[src/rtl/gray_codec_pkg.sv]
// ============================================================================
// Module      : gray_codec_pkg
// Description : Shared types, chunk sizing and reference Gray/binary functions.
// Revision    : 1.0 - initial release
// ============================================================================
`default_nettype none

package gray_codec_pkg;

  localparam int MAX_W = 64;

  typedef enum logic {MODE_B2G = 1'b0, MODE_G2B = 1'b1} codec_mode_e;

  function automatic int chunk_f(input int vec_w, input int stages);
    return (vec_w + stages - 1) / stages;
  endfunction

  function automatic logic [MAX_W-1:0] bin2gray_f(input logic [MAX_W-1:0] b, input int w);
    logic [MAX_W-1:0] m;
    m = '0;
    for (int i = 0; i < MAX_W; i++) begin
      if (i < w) m[i] = b[i];
    end
    return m ^ (m >> 1);
  endfunction

  function automatic logic [MAX_W-1:0] gray2bin_f(input logic [MAX_W-1:0] g, input int w);
    logic [MAX_W-1:0] r;
    logic             acc;
    r   = '0;
    acc = 1'b0;
    for (int i = MAX_W - 1; i >= 0; i--) begin
      if (i < w) begin
        acc  = acc ^ g[i];
        r[i] = acc;
      end
    end
    return r;
  endfunction

endpackage

`default_nettype wire

[src/rtl/gray_codec_stage.sv]
// ============================================================================
// Module      : gray_codec_stage
// Description : One pipeline slot: holding register, advance logic and its
//               chunk of the MSB-first prefix XOR for Gray-to-binary beats.
// Revision    : 1.0 - initial release
// ============================================================================
`default_nettype none

module gray_codec_stage
  import gray_codec_pkg::*;
#(
  parameter int VEC_W  = 4,
  parameter int STAGES = 2,
  parameter int IDX    = 0
) (
  input  logic             clk_i,
  input  logic             rst_i,
  input  logic             up_valid,
  input  logic             up_mode,
  input  logic [VEC_W-1:0] up_data,
  input  logic             up_xor,
  input  logic             down_ready,
  output logic             ready,
  output logic             valid,
  output logic             mode,
  output logic [VEC_W-1:0] data,
  output logic             run_xor
);

  localparam int CHUNK  = chunk_f(VEC_W, STAGES);
  localparam int HI     = VEC_W - 1 - IDX * CHUNK;
  localparam int LO_RAW = VEC_W - (IDX + 1) * CHUNK;
  localparam int LO     = (LO_RAW < 0) ? 0 : LO_RAW;

  logic [VEC_W-1:0] nxt_data;
  logic             nxt_xor;
  logic             acc;

  // Bits below LO still hold raw Gray code; bits at or above have been resolved.
  always_comb begin
    nxt_data = up_data;
    nxt_xor  = up_xor;
    acc      = up_xor;
    if (codec_mode_e'(up_mode) == MODE_B2G) begin
      if (IDX == 0) nxt_data = up_data ^ (up_data >> 1);
      nxt_xor = 1'b0;
    end else begin
      for (int i = VEC_W - 1; i >= 0; i--) begin
        if (i <= HI && i >= LO) begin
          acc         = acc ^ up_data[i];
          nxt_data[i] = acc;
        end
      end
      nxt_xor = acc;
    end
  end

  assign ready = ~valid | down_ready;

  always_ff @(posedge clk_i) begin
    if (rst_i) begin
      valid   <= 1'b0;
      mode    <= 1'b0;
      data    <= '0;
      run_xor <= 1'b0;
    end else if (ready) begin
      valid <= up_valid;
      if (up_valid) begin
        mode    <= up_mode;
        data    <= nxt_data;
        run_xor <= nxt_xor;
      end
    end
  end

endmodule

`default_nettype wire

[src/rtl/gray_codec_pipe.sv]
// ============================================================================
// Module      : gray_codec_pipe
// Description : Pipelined bidirectional Gray-code converter with valid/ready.
//               GRAY_CODEC_ADJ_CHECK_EN adds adj_err_o (Gray adjacency check).
// Revision    : 1.0 - initial release
// ============================================================================
`default_nettype none

module gray_codec_pipe
  import gray_codec_pkg::*;
#(
  parameter int VEC_W  = 4,
  parameter int STAGES = 2
) (
  input  logic             clk_i,
  input  logic             rst_i,
  input  logic             in_valid_i,
  output logic             in_ready_o,
  input  logic             mode_i,
  input  logic [VEC_W-1:0] data_i,
  output logic             out_valid_o,
  input  logic             out_ready_i,
  output logic             mode_o,
  output logic [VEC_W-1:0] data_o
`ifdef GRAY_CODEC_ADJ_CHECK_EN
  ,
  output logic             adj_err_o
`endif
);

  // Index 0 is the input side; index k+1 is the output of slot k.
  logic [STAGES:0]  c_valid;
  logic [STAGES:0]  c_mode;
  logic [STAGES:0]  c_xor;
  logic [STAGES:0]  c_ready;
  logic [VEC_W-1:0] c_data [STAGES+1];
  logic             unused_xor;

  assign c_valid[0]      = in_valid_i;
  assign c_mode[0]       = mode_i;
  assign c_data[0]       = data_i;
  assign c_xor[0]        = 1'b0;
  assign c_ready[STAGES] = out_ready_i;

  generate
    for (genvar k = 0; k < STAGES; k++) begin : g_stage
      gray_codec_stage #(
        .VEC_W  (VEC_W),
        .STAGES (STAGES),
        .IDX    (k)
      ) u_stage (
        .clk_i      (clk_i),
        .rst_i      (rst_i),
        .up_valid   (c_valid[k]),
        .up_mode    (c_mode[k]),
        .up_data    (c_data[k]),
        .up_xor     (c_xor[k]),
        .down_ready (c_ready[k+1]),
        .ready      (c_ready[k]),
        .valid      (c_valid[k+1]),
        .mode       (c_mode[k+1]),
        .data       (c_data[k+1]),
        .run_xor    (c_xor[k+1])
      );
    end
  endgenerate

  assign in_ready_o  = ~rst_i & c_ready[0];
  assign out_valid_o = c_valid[STAGES];
  assign mode_o      = c_mode[STAGES];
  assign data_o      = c_data[STAGES];
  assign unused_xor  = c_xor[STAGES];

`ifdef GRAY_CODEC_ADJ_CHECK_EN
  logic [VEC_W-1:0] hist;
  logic             hist_vld;
  logic [VEC_W-1:0] diff;
  logic             c_err [STAGES+1];

  // Exactly one differing bit <=> diff nonzero and a power of two.
  assign diff     = hist ^ data_i;
  assign c_err[0] = mode_i & hist_vld &
                    ((diff == '0) | (|(diff & (diff - VEC_W'(1)))));

  always_ff @(posedge clk_i) begin
    if (rst_i) begin
      hist     <= '0;
      hist_vld <= 1'b0;
    end else if (in_valid_i & in_ready_o) begin
      if (codec_mode_e'(mode_i) == MODE_G2B) begin
        hist     <= data_i;
        hist_vld <= 1'b1;
      end else begin
        hist_vld <= 1'b0;
      end
    end
  end

  generate
    for (genvar k = 0; k < STAGES; k++) begin : g_err
      always_ff @(posedge clk_i) begin
        if (rst_i) begin
          c_err[k+1] <= 1'b0;
        end else if (c_ready[k] & c_valid[k]) begin
          c_err[k+1] <= c_err[k];
        end
      end
    end
  endgenerate

  assign adj_err_o = c_valid[STAGES] & c_mode[STAGES] & c_err[STAGES];
`endif

endmodule

`default_nettype wire

[config.mk]
export PLATFORM = sky130hd
export DESIGN_NAME = gray_codec_pipe
export DESIGN_NICKNAME = d
export VERILOG_FILES = /design/src/rtl/gray_codec_pkg.sv /design/src/rtl/gray_codec_stage.sv /design/src/rtl/gray_codec_pipe.sv
export SDC_FILE = /design/constraint.sdc
export NUM_CORES = 1
export LEC_CHECK = 0
export CAP_MARGIN = 5
export CELL_PAD_IN_SITES_DETAIL_PLACEMENT = 0
export CELL_PAD_IN_SITES_GLOBAL_PLACEMENT = 1
export CORE_UTILIZATION = 40
export DETAILED_ROUTE_END_ITERATION = 8
export DONT_BUFFER_PORTS = 1
export GPL_ROUTABILITY_DRIVEN = 0
export HOLD_SLACK_MARGIN = 0.03
export PLACE_DENSITY = 0.78
export SLEW_MARGIN = 20
export SYNTH_ARGS = -nofsm -noshare
export SYNTH_HDL_FRONTEND = slang
export SYNTH_SLANG_ARGS = --single-unit
[constraint.sdc]
create_clock -name clk_i -period 2.5 [get_ports clk_i]
set_input_delay 0.25 -clock clk_i [delete_from_list [all_inputs] [get_ports clk_i]]
set_output_delay 0.25 -clock clk_i [all_outputs]
set_load 0.005 [all_outputs]
==> Word level (Yosys, flattened, before mapping) <==
Index checks and enable logic that the tools add are counted.
{ "word_totals": {"reg_bits": 13, "wordCells": 25} }
{ "classes": {"muxes": 6, "bitwise_logic": 10, "n_reduce_logical": 2} }
{ "ops": {"columns": ["op", "n"], "rows": [
  ["$mux W2", 3],
  ["$reduce_and A2 Y1", 2],
  ["$xor A4 B3 Y4", 1],
  ["$mux W1", 3],
  ["$not A1 Y1", 3],
  ["$xor A1 B1 Y1", 3],
  ["$or A1 B1 Y1", 2],
  ["$and A1 B1 Y1", 1]
]} }

==> Longest topological paths before layout <==
Gate-level depths: netlist (run 1).
{ "logic_depth": {"ltp_word": 4, "mapped_depth": 4} }

==> Hierarchy <==
From an unflattened synthesis (run 1), not the netlist that was laid out.
{ "unflattened": {"hier_cells": 78, "area_unflattened_um2": 695.7} }
{ "by_module_without_submodules": {"columns": ["mod", "instances", "area_per_inst_um2", "seq_area_each_um2", "cells_each"], "rows": [
  ["gray_codec_stage at g_stage[0].u_stage", 1, 375.4, 140.1, 40],
  ["gray_codec_stage at g_stage[1].u_stage", 1, 302.8, 140.1, 36],
  ["gray_codec_pipe", 1, 17.5, 0.0, 2]
]} }

==> Worst setup path before layout (run 1) <==
Ideal clock, no wire load.
{ "synth_timing": {"path_kind": "reg-to-reg", "start": "reg g_stage[0].u_stage.data[1]", "end": "reg g_stage[1].u_stage.data[0]", "path_stages_with_launch": 4, "path_slack_ns": 1.446, "setup_time_ns": 0.091, "required_time_ns": 2.409, "t_arrival_ns": 0.963, "synth_period_minus_slack_ns": 1.054, "path_buffers": 0, "path_cell_list": "dfxtp_1 -> xnor2_1 -> or3_1 -> a311oi_1"} }
{ "synth_via": {"elab_chain_cells": 4} }
{ "synth_lines": {"columns": ["item", "line", "source"], "rows": [
  ["start: declaration", "gray_codec_stage.sv:26", "output logic [VEC_W-1:0] data,"],
  ["start signal: assignment", "gray_codec_stage.sv:70", "data <= nxt_data;"],
  ["$xor A1 B1 Y1", "gray_codec_stage.sv:50", "acc = acc ^ up_data[i];"],
  ["$mux W1", "gray_codec_stage.sv:44", "if (codec_mode_e'(up_mode) == MODE_B2G) begin"],
  ["$xor A1 B1 Y1", "gray_codec_stage.sv:50", null],
  ["$mux W2", "gray_codec_stage.sv:44", null],
  ["end signal: assignment", "gray_codec_stage.sv:70", null],
  ["end: declaration", "gray_codec_stage.sv:26", null]
]} }
Every way passes these cells. The select of a mux whose other input is x is not followed.
A chain may end at the register's enable or synchronous reset.

==> Final worst setup path (run 1) <==
{ "layout_timing": {"start": "reg g_stage[0].u_stage.valid", "end": "out in_ready_o"} }
{ "layout_via": {"elab_chain_cells": 3} }
{ "layout_lines": {"columns": ["item", "line", "source"], "rows": [
  ["start: declaration", "gray_codec_stage.sv:24", "output logic valid,"],
  ["start signal: assignment", "gray_codec_stage.sv:67", "valid <= up_valid;"],
  ["$not A1 Y1", "gray_codec_stage.sv:58", "assign ready = ~valid | down_ready;"],
  ["$or A1 B1 Y1", "gray_codec_stage.sv:58", null],
  ["$and A1 B1 Y1", "gray_codec_pipe.sv:68", "assign in_ready_o = ~rst_i & c_ready[0];"],
  ["end: declaration", "gray_codec_pipe.sv:18", "output logic in_ready_o,"]
]} }
Every way passes these cells.

==> run metrics, run 1 <==
core area 1330 sq um; synth warn 0; Multi-input gate area approximately 280 sq um; Slew Viols, Final 0; Clock Skews 0.00195 ns; Max Fclk roughly 0.77 GHz; Levels on crit path 2; Post-CTS Setup Bufs 0; Clk pin slew, worst setup/hold paths approximately 0.07 ns; CTS tree built; net switching power slightly above 0.09 mW; Max Cap Viol 0; flop2flop setup slack between 1 and 1.5 ns; Post-Syn Area 592 sq um; outcome finished, final reports clean; boundary pin count 16; die height between 40 and 50 microns; vias in the first global route roughly 400; Sw Share a little under a quarter; Slew HR between 70% and 80%; Setup crit end kind output port; post-synth cell types 21; RR Startpoint g_stage[0].u_stage.valid$_SDFFE_PP0P_; clock power share between 30% and 40%; Reg power frac approximately three fifths; first-pass GRT wire length about 1600 microns; Comb pwr share under 10%; Hold Worst Slack roughly 0.042 ns; Syn Nets between 70 and 80; layout overhead on the synthesized area 2.11%; Synth area leader dfxtp_1; Critical Path Sink in_ready_o; setup TNS 0 ns; fin crit share 52.0%; largest net degree at the start of global routing 15; Crit Reg-Reg Endpoint g_stage[0].u_stage.data[0]$_SDFFE_PP0P_; Bufs and invs on worst path 0; final setup margin around 1.2 ns; total wire length 1060 microns; CP Max Fanout 8; row cnt 13; total gr overflow 0; nets 78; via count ~460; CTS H-tree lvls 1; RSZ-0062 raised after global routing no; DRC viols 0; Core Util, Final between 40% and 50%; cells along the critical path and3b_1, nor2_1; Via density 5.55; ranking of synthesized cells by area dfxtp_1 44%, a21oi_1 11%, o21ai_0 5.9%, buf_4 5.1%, a311oi_1 4.4%; Wirelength per Cell between 10 and 15 microns; hpwl dp 783 microns; pre-CTS setup slack 1.36 ns; ANT nets after route 0; root buffer cell clkbuf_4; crit start category register; Max VDD drop between 300 and 400 uV; post-synthesis sequential area ratio roughly 44%; fin cells 83; Worst setup startpoint g_stage[0].u_stage.valid$_SDFFE_PP0P_; R2R cell count 2; Worst path top cell family by delay flip-flops; post-route minimum period 1.30 ns; CP required 2.25 ns; maximum buffer depth of the clock tree 2; Finished Cell Area 604 sq um; total design power ~0.39 mW; # clock sinks 13; Power Density 644 nW/um^2; ant diodes 0; CTS buffer count 3; Port-buffer cells 0; Initial DRC Count 5; GR Util met2 between 20% and 30%; Global Route met3 Usage between 10% and 20%; Die ar. approximately 1600 sq um; most frequent cells in the layout 13 x a21oi_1, 13 x dfxtp_1, 7 x o21ai_0; ratio of cells with drive above 1 in the final layout around 4.4%; placed cell areas ~570 sq um; Pleak 0.204 nW; mean cell area of the mapped netlist 8.45 sq um; GR Util All Layers 15.8%; Critical Path Max Stage Delay between 0.4 and 0.5 ns; final hold violation count 0; busiest metal layer after global routing met2; met1 usage ~17%; CP max stage cell dfxtp_1; Final setup viols 0; Clock Latency Late Sink 0.27 ns; gate count after technology mapping 70; register area between 200 and 300 sq um; Worst Setup Path Type register to output port; worst path arrival time ~1.1 ns; antenna violations before repair 0; fillers approximately 150; flops & latches, synth 13; drt first pass iters 2; die span in x 40.5 microns; Inst Count DP 78; hold buffers post-CTS 0; top-area cell type share of the netlist area 44.0%; cts repair resizes 0; Pint between 0.2 and 0.3 mW; Tightest Pin Transition between 0.3 and 0.4 ns; Initial Util about 44%; Hold Path Class input port to register
-- metal layers --
layer,share of wire (%),wire length [microns]
met5,0,0
met4,0,0
met3,7.0,75
met2,45,479
met1,48,508
-- flip-flops by register name (all words and copies together), names as in the netlist --
register / flops
g_stage.u_stage.data: 8
g_stage.u_stage.mode: 2
g_stage.u_stage.run_xor: 1
g_stage.u_stage.valid: 2
-- Yosys cell counts --
master / number
buf_4: 4
buf_2: 1
or3_1: 1
o21ai_0: 7
nor3_1: 2
nand2_1: 1
and3b_1: 1
a311oi_1: 3
dfxtp_1: 13
nor2b_1: 3
a211oi_1: 1
inv_1: 3
nand4_1: 1
nor2_1: 2
a21oi_1: 13
xor2_1: 2
nand3_1: 5
clkbuf_1: 2
nand3b_1: 1
nand2b_1: 1
xnor2_1: 3
-- cells by family after synthesis --
logic type	synth area share, %
AOI/OAI and AO/OA	22.6
buffers and inverters	9.09
xor gates and xnor gates	7.40
and+or+nand+nor	16.9
DFF	44.0
-- final cells by class --
type	count	share of cell area, %
Inverter	3	1.86
Clock buffer	4	4.35
Multi-Input combinational cell	47	46.0
Timing Repair Buffer	1	1.66
Sequential cell	13	43.1
Tap cell	15	3.11
-- power groups by stage --
stage | registers [mW] | clock network (mW) | logic, mW
2_1_floorplan | 0.230 | 0 | 0.0383
6_report | 0.230 | 0.124 | 0.0352
3_5_place_dp | 0.235 | 0 | 0.0322
4_1_cts | 0.230 | 0.130 | 0.0322
3_3_place_gp | 0.235 | 0 | 0.0322
5_1_grt | 0.232 | 0.138 | 0.0405
-- how the worst min path moves through the flow --
stage	startpoint	end	slack (ns)	cells after the start
final	rst_i	g_stage[1].u_stage.data[0]$_SDFFE_PP0P_	0.04	1
after floorplan	rst_i	g_stage[0].u_stage.data[0]$_SDFFE_PP0P_	0.32	1
after CTS	rst_i	g_stage[0].u_stage.run_xor$_SDFFE_PP0P_	0.03	1
after global placement	rst_i	g_stage[1].u_stage.data[2]$_SDFFE_PP0P_	0.32	1
after detailed placement	rst_i	g_stage[1].u_stage.data[2]$_SDFFE_PP0P_	0.32	1
after global routing	rst_i	g_stage[1].u_stage.data[0]$_SDFFE_PP0P_	0.03	1
No activity file was read; power rests on OpenSTA's default activity.
==> run 2: changes to the inputs <==
Settings changed: CORE_UTILIZATION 40 to 37, PLACE_DENSITY 0.78 to 0.76.
Clock period 2.5 ns to 1.1 ns, I/O delays scaled along.
==> run 2 against run 1 <==
Compared with the run above:
- non-clock buffer count increased by 9
- total power increased by 140%
- routed wire length increased by 20%
- first-iteration DRC count increased by 120%
- global-route usage decreased by 1.5 points
- count of clock-buffer cells in the layout unchanged
- sequential share of layout area decreased by 5.3 points
- flip-flop and latch count unchanged
- design area increased by 16%
- clock power increased by 140%
- sequential power increased by 130%
- critical path type unchanged
==> run metrics, run 2 (synthesis results as in run 1) <==
fillers 158 (+4.6%); CP required 0.99 ns (-1.26 ns); vias in the first global route 441 (+11%); final hold violation count 0 (unchanged); worst path arrival time 0.98 ns (-0.07 ns); CTS buffer count 3 (unchanged); Clock Skews 0.00770 ns (+0.00575 ns); Critical Path Max Stage Delay 0.34 ns (-0.10 ns); ANT nets after route 0 (unchanged); Tightest Pin Transition 0.511 ns (+0.138 ns); outcome finished, final reports clean; ant diodes 0 (unchanged); Worst path top cell family by delay simple AND/OR/NAND/NOR gates; boundary pin count 16 (unchanged); hpwl dp 802 microns (+2.5%); Die ar. 1760 sq um (+7.7%); Hold Worst Slack 0.0461 ns (+0.00447 ns); largest net degree at the start of global routing 14 (-1); # clock sinks 13 (unchanged); Clk pin slew, worst setup/hold paths 0.08 ns (about the same); Port-buffer cells 0 (unchanged); core area 1510 sq um (+13%); first-pass GRT wire length 1870 microns (+15%); Largest Register g_stage.u_stage.data; RR Startpoint g_stage[1].u_stage.valid$_SDFFE_PP0P_; GR Util All Layers 14.3% (-1.5 points); fin crit share just under 100%; HP Start in_valid_i; layout overhead on the synthesized area 18.2%; Slew Viols, Final 0 (unchanged); CTS H-tree lvls 1 (unchanged); total design power 0.939 mW (+140%); crit start category register; drt first pass iters 4 (+2); via count 502 (+8.9%); Largest regs g_stage.u_stage.data: 8 flops, g_stage.u_stage.mode: 2 flops, g_stage.u_stage.valid: 2 flops; total gr overflow 0 (unchanged); root buffer cell clkbuf_4; Clock Latency Late Sink 0.28 ns (about the same); most frequent cells in the layout 13 x a21oi_1, 10 x dfxtp_1, 7 x o21ai_0; row cnt 14 (+1); Initial Util 39.3% (-5.1 points); cells along the critical path and3b_2, nor2_2; Max VDD drop 949 uV (+220%); Power Density 1340 nW/um^2 (+110%); Setup crit end kind output port; RSZ-0062 raised after global routing yes; Via density 5.40 (-2.8%); Initial DRC Count 11 (+6); CP Max Fanout 5 (-3); maximum buffer depth of the clock tree 2 (unchanged); hold endpoint g_stage[0].u_stage.data[2]$_SDFFE_PP0P_; ratio of cells with drive above 1 in the final layout 19.5% (+15 points); Largest register FFs 8 (unchanged); most common library cell in the layout ignoring fill and taps a21oi_1; Post-CTS Setup Bufs 0 (unchanged); nets 87 (+12%); final setup margin 0.00588 ns (-1.19 ns); Core Util, Final 46.4% (+1.1 points); total wire length 1270 microns (+20%); Pleak 0.248 nW (+21%); Wirelength per Cell 13.7 microns (+6.8%); Hold Path Class input port to register; antenna violations before repair 0 (unchanged); pre-CTS setup slack -0.0279 ns (-1.39 ns); R2R cell count 4 (+2); Max Fclk between 0.9 and 1 GHz; DRC viols 0 (unchanged); post-route minimum period approximately 1.1 ns; Worst Setup Path Type register to output port; Slew HR 65.8% (-9.2 points); flop2flop setup slack 0.02 ns (-1.33 ns); die height 42.0 microns (+3.8%); Final setup viols 0 (unchanged); WHS Path Cells 2 (+1); Bufs and invs on worst path 0 (unchanged); Max Cap Viol 0 (unchanged); die span in x 42.0 microns (+3.8%); Worst setup startpoint g_stage[1].u_stage.valid$_SDFFE_PP0P_; CTS tree built; CP max stage cell dfxtp_2; Crit Reg-Reg Endpoint g_stage[0].u_stage.data[0]$_SDFFE_PP0P_
## run 2: changes by cell type in the layout (fill, tap and decap cells not counted), moves of 3 or more
| cell | before | now |
|---|---|---|
| dfxtp_1 | 13 | 10 |
| dlygate4sd3_1 | 1 | 5 |
| dfxtp_2 | 0 | 3 |
| buf_4 | 0 | 5 |
## run 2: worst max-delay path by stage
stage | endpoint | cells after the start
4_1_cts | g_stage[1].u_stage.data[0]$_SDFFE_PP0P_ | 3
3_3_place_gp | g_stage[1].u_stage.data[0]$_SDFFE_PP0P_ | 3
2_1_floorplan | g_stage[1].u_stage.data[0]$_SDFFE_PP0P_ | 3
3_5_place_dp | g_stage[1].u_stage.data[0]$_SDFFE_PP0P_ | 3
6_report | in_ready_o | 2
5_1_grt | g_stage[0].u_stage.data[0]$_SDFFE_PP0P_ | 4
## run 2: cell type report
class	count	area, sq um	area share, %
Multi-Input combinational cell	47	290	41.5
Sequential cell	13	264	37.7
Clock buffer	4	26.3	3.76
Tap cell	16	20.0	2.86
Timing Repair Buffer	10	87.6	12.5
Inverter	3	11.3	1.61
## run 2: metal layers
layer	part of all wire (%)	routed length (microns)	vias to the layer above	track usage, %
li1	-	-	258	-
met1	44	557	227	16.8
met2	49	628	15	20.6
met3	6.0	77	2	9.05
met4	0.71	9	0	5.81
met5	0	0	-	0
## run 2: what timing repair did
item,in CTS,in global routing
gates resized for setup,2,5
endpoints found under the hold margin,13,1
pin swaps,2,1
hold buffers,4,1
endpoints found under the setup margin,2,2
## run 2: power by group
| group | internal [mW] | total [mW] | switching (mW) |
|---|---|---|---|
| combinational | 0.0634 | 0.124 | 0.0606 |
| sequential | 0.499 | 0.518 | 0.0191 |
| clock | 0.141 | 0.297 | 0.156 |
| total | 0.704 | 0.939 | 0.236 |
## run 2: per-stage QoR
step / cells / setup TNS (ns) / instance area, sq um
2_1_floorplan: 70 / 0 / 592
3_3_place_gp: 84 / 0 / 607
3_5_place_dp: 84 / -0.0279 / 607
4_1_cts: 92 / 0 / 677
5_1_grt: 93 / -0.0881 / 699
6_report: 93 / 0 / 699
==> run 3: changes to the inputs <==
Settings changed: CORE_UTILIZATION 37 to 39, PLACE_DENSITY 0.76 to 0.78, SYNTH_HIERARCHICAL set to 1.
==> run 3 against run 2 <==
Compared with the run above:
- the run now ends with setup timing left
- clock power barely moved
- combinational power rose by 35%
- flip-flop and latch count did not move
- register-to-register slack got worse by 0.12 ns
- critical endpoint unchanged
- area after synthesis rose by 9.3%
- largest power group unchanged
==> run metrics, run 3 <==
outcome finished with violations; failing checks setup timing; Max Cap Viol 0 (unchanged); worst path arrival time 1.10 ns (+0.12 ns); boundary pin count 16 (unchanged); first-pass GRT wire length 2300 microns (+23%); CP Max Fanout 3 (-2); Pleak 0.324 nW (+31%); Max Fclk 0.826 GHz (-9.7%); Worst Setup Path Type register to output port; Die ar. 1830 sq um (+3.5%); Setup crit end kind output port; Clock Skews 0.00179 ns (-0.00591 ns); GR Util All Layers 16.5% (+2.2 points); die height 42.7 microns (+1.7%); fin crit share 110% (+11 points); Via density 5.39 (-0.20%); fillers 130 (-18%); Clock Latency Late Sink 0.28 ns (about the same); Wirelength per Cell 12.8 microns (-6.5%); ant diodes 0 (unchanged); post-route minimum period 1.21 ns (+0.117 ns); gate count after technology mapping 73 (+4.3%); via count 571 (+14%); antenna violations before repair 0 (unchanged); die span in x 42.7 microns (+1.7%); Clk pin slew, worst setup/hold paths 0.08 ns (about the same); largest net degree at the start of global routing 13 (-1); Power Density 1140 nW/um^2 (-15%); crit start category register; Initial DRC Count 2 (-9); root buffer cell clkbuf_4; total wire length 1360 microns (+6.5%); RSZ-0062 raised after global routing yes; mean cell area of the mapped netlist 8.86 sq um (+4.8%); Initial Util 42.4% (+3.2 points); core area 1520 sq um (+1.2%); Max VDD drop 868 uV (-8.6%); maximum buffer depth of the clock tree 2 (unchanged); final setup margin -0.111 ns (-0.117 ns); # clock sinks 13 (unchanged); Hold Path Class input port to register; Final setup viols 7 (+7); final hold violation count 0 (unchanged); row cnt 14 (unchanged); placed cell areas 728 sq um (+20%); Port-buffer cells 0 (unchanged); total gr overflow 0 (unchanged); most frequent cells in the layout 10 x a21oi_1, 10 x buf_4, 9 x dfxtp_1; layout overhead on the synthesized area 33.1%; RR Startpoint g_stage[1].u_stage/valid$_SDFFE_PP0P_; CTS buffer count 3 (unchanged); Slew Viols, Final 0 (unchanged); Largest register FFs 8 (unchanged); DRC viols 0 (unchanged); Worst setup startpoint g_stage[1].u_stage/valid$_SDFFE_PP0P_; synth warn 6 (+6); Finished Cell Area 861 sq um (+23%); pre-CTS setup slack -0.0254 ns (+0.00257 ns); Largest Register g_stage.u_stage/data; vias in the first global route 547 (+24%); HP Start in_valid_i; nets 100 (+15%); Largest regs g_stage.u_stage/data: 8 flops, g_stage.u_stage/mode: 2 flops, g_stage.u_stage/valid: 2 flops; ratio of cells with drive above 1 in the final layout 34.4% (+15 points); drt first pass iters 4 (unchanged); CTS tree built; CP required 0.99 ns (about the same); CTS H-tree lvls 1 (unchanged); Post-Syn Area 647 sq um (+9.3%); ANT nets after route 0 (unchanged)
[run 3: path summary, 6_finish.rpt]
| check | depth (start not counted) | slack [ns] | end |
|---|---|---|---|
| max | 5 | -0.11 | in_ready_o |
| max reg2reg | 7 | -0.10 | g_stage[0].u_stage/data[2]$_SDFFE_PP0P_ |
| min reg2reg | 2 | 0.48 | g_stage[1].u_stage/data[2]$_SDFFE_PP0P_ |
| min | 2 | 0.04 | g_stage[0].u_stage/data[2]$_SDFFE_PP0P_ |
[run 3: stage by stage]
step	hold WS (ns)	std cells	setup TNS [ns]	total power, mW	utilization (%)
after floorplan	0.237	75	-0.326	0.630	-
after global placement	0.173	95	-0.0131	0.654	47.8
after detailed placement	0.175	95	-0.0415	0.655	47.8
after CTS	0.0305	106	-0.563	0.988	55.5
after global routing	0.0361	106	-1.07	1.03	56.5
final	0.0388	106	-0.580	0.984	56.5
[run 3: routing by layer]
metal / global-route usage (%) / routed length (microns)
met3: 6.81 / 85
met4: 3.75 / 8
met5: 0 / 0
met1: 19.3 / 615
met2: 27.9 / 646
[run 3: layout make-up]
type | count | area (sq um) | area share (%)
Sequential cell | 13 | 265 | 30.8
Clock buffer | 4 | 26.3 | 3.05
Multi-Input combinational cell | 53 | 399 | 46.4
Timing Repair Buffer | 15 | 126 | 14.7
Inverter | 5 | 23.8 | 2.76
Tap cell | 16 | 20.0 | 2.33
[run 3: power by group]
part	internal (mW)	total [mW]	switching, mW	leakage [nW]
clock	0.141	0.298	0.157	0.0150
combinational	0.0931	0.168	0.0754	0.201
sequential	0.501	0.518	0.0168	0.108
total	0.735	0.984	0.249	0.324
[run 3: critical path, cell delays in order, from the launching register on]
cell	delay [ns]
dfxtp_2	0.33
nor2b_4	0.16
inv_4	0.05
nor2b_4	0.13
inv_4	0.04
nor2b_4	0.12
[run 3: what timing repair did]
| item | CTS | global route |
|---|---|---|
| resized for setup | 8 | 5 |
| hold buffers | 4 | 0 |
| hold endpoints to repair | 13 | 0 |
| endpoints found under the setup margin | 5 | 9 |
| pin swaps | 8 | 2 |
| setup buffers | 3 | 1 |
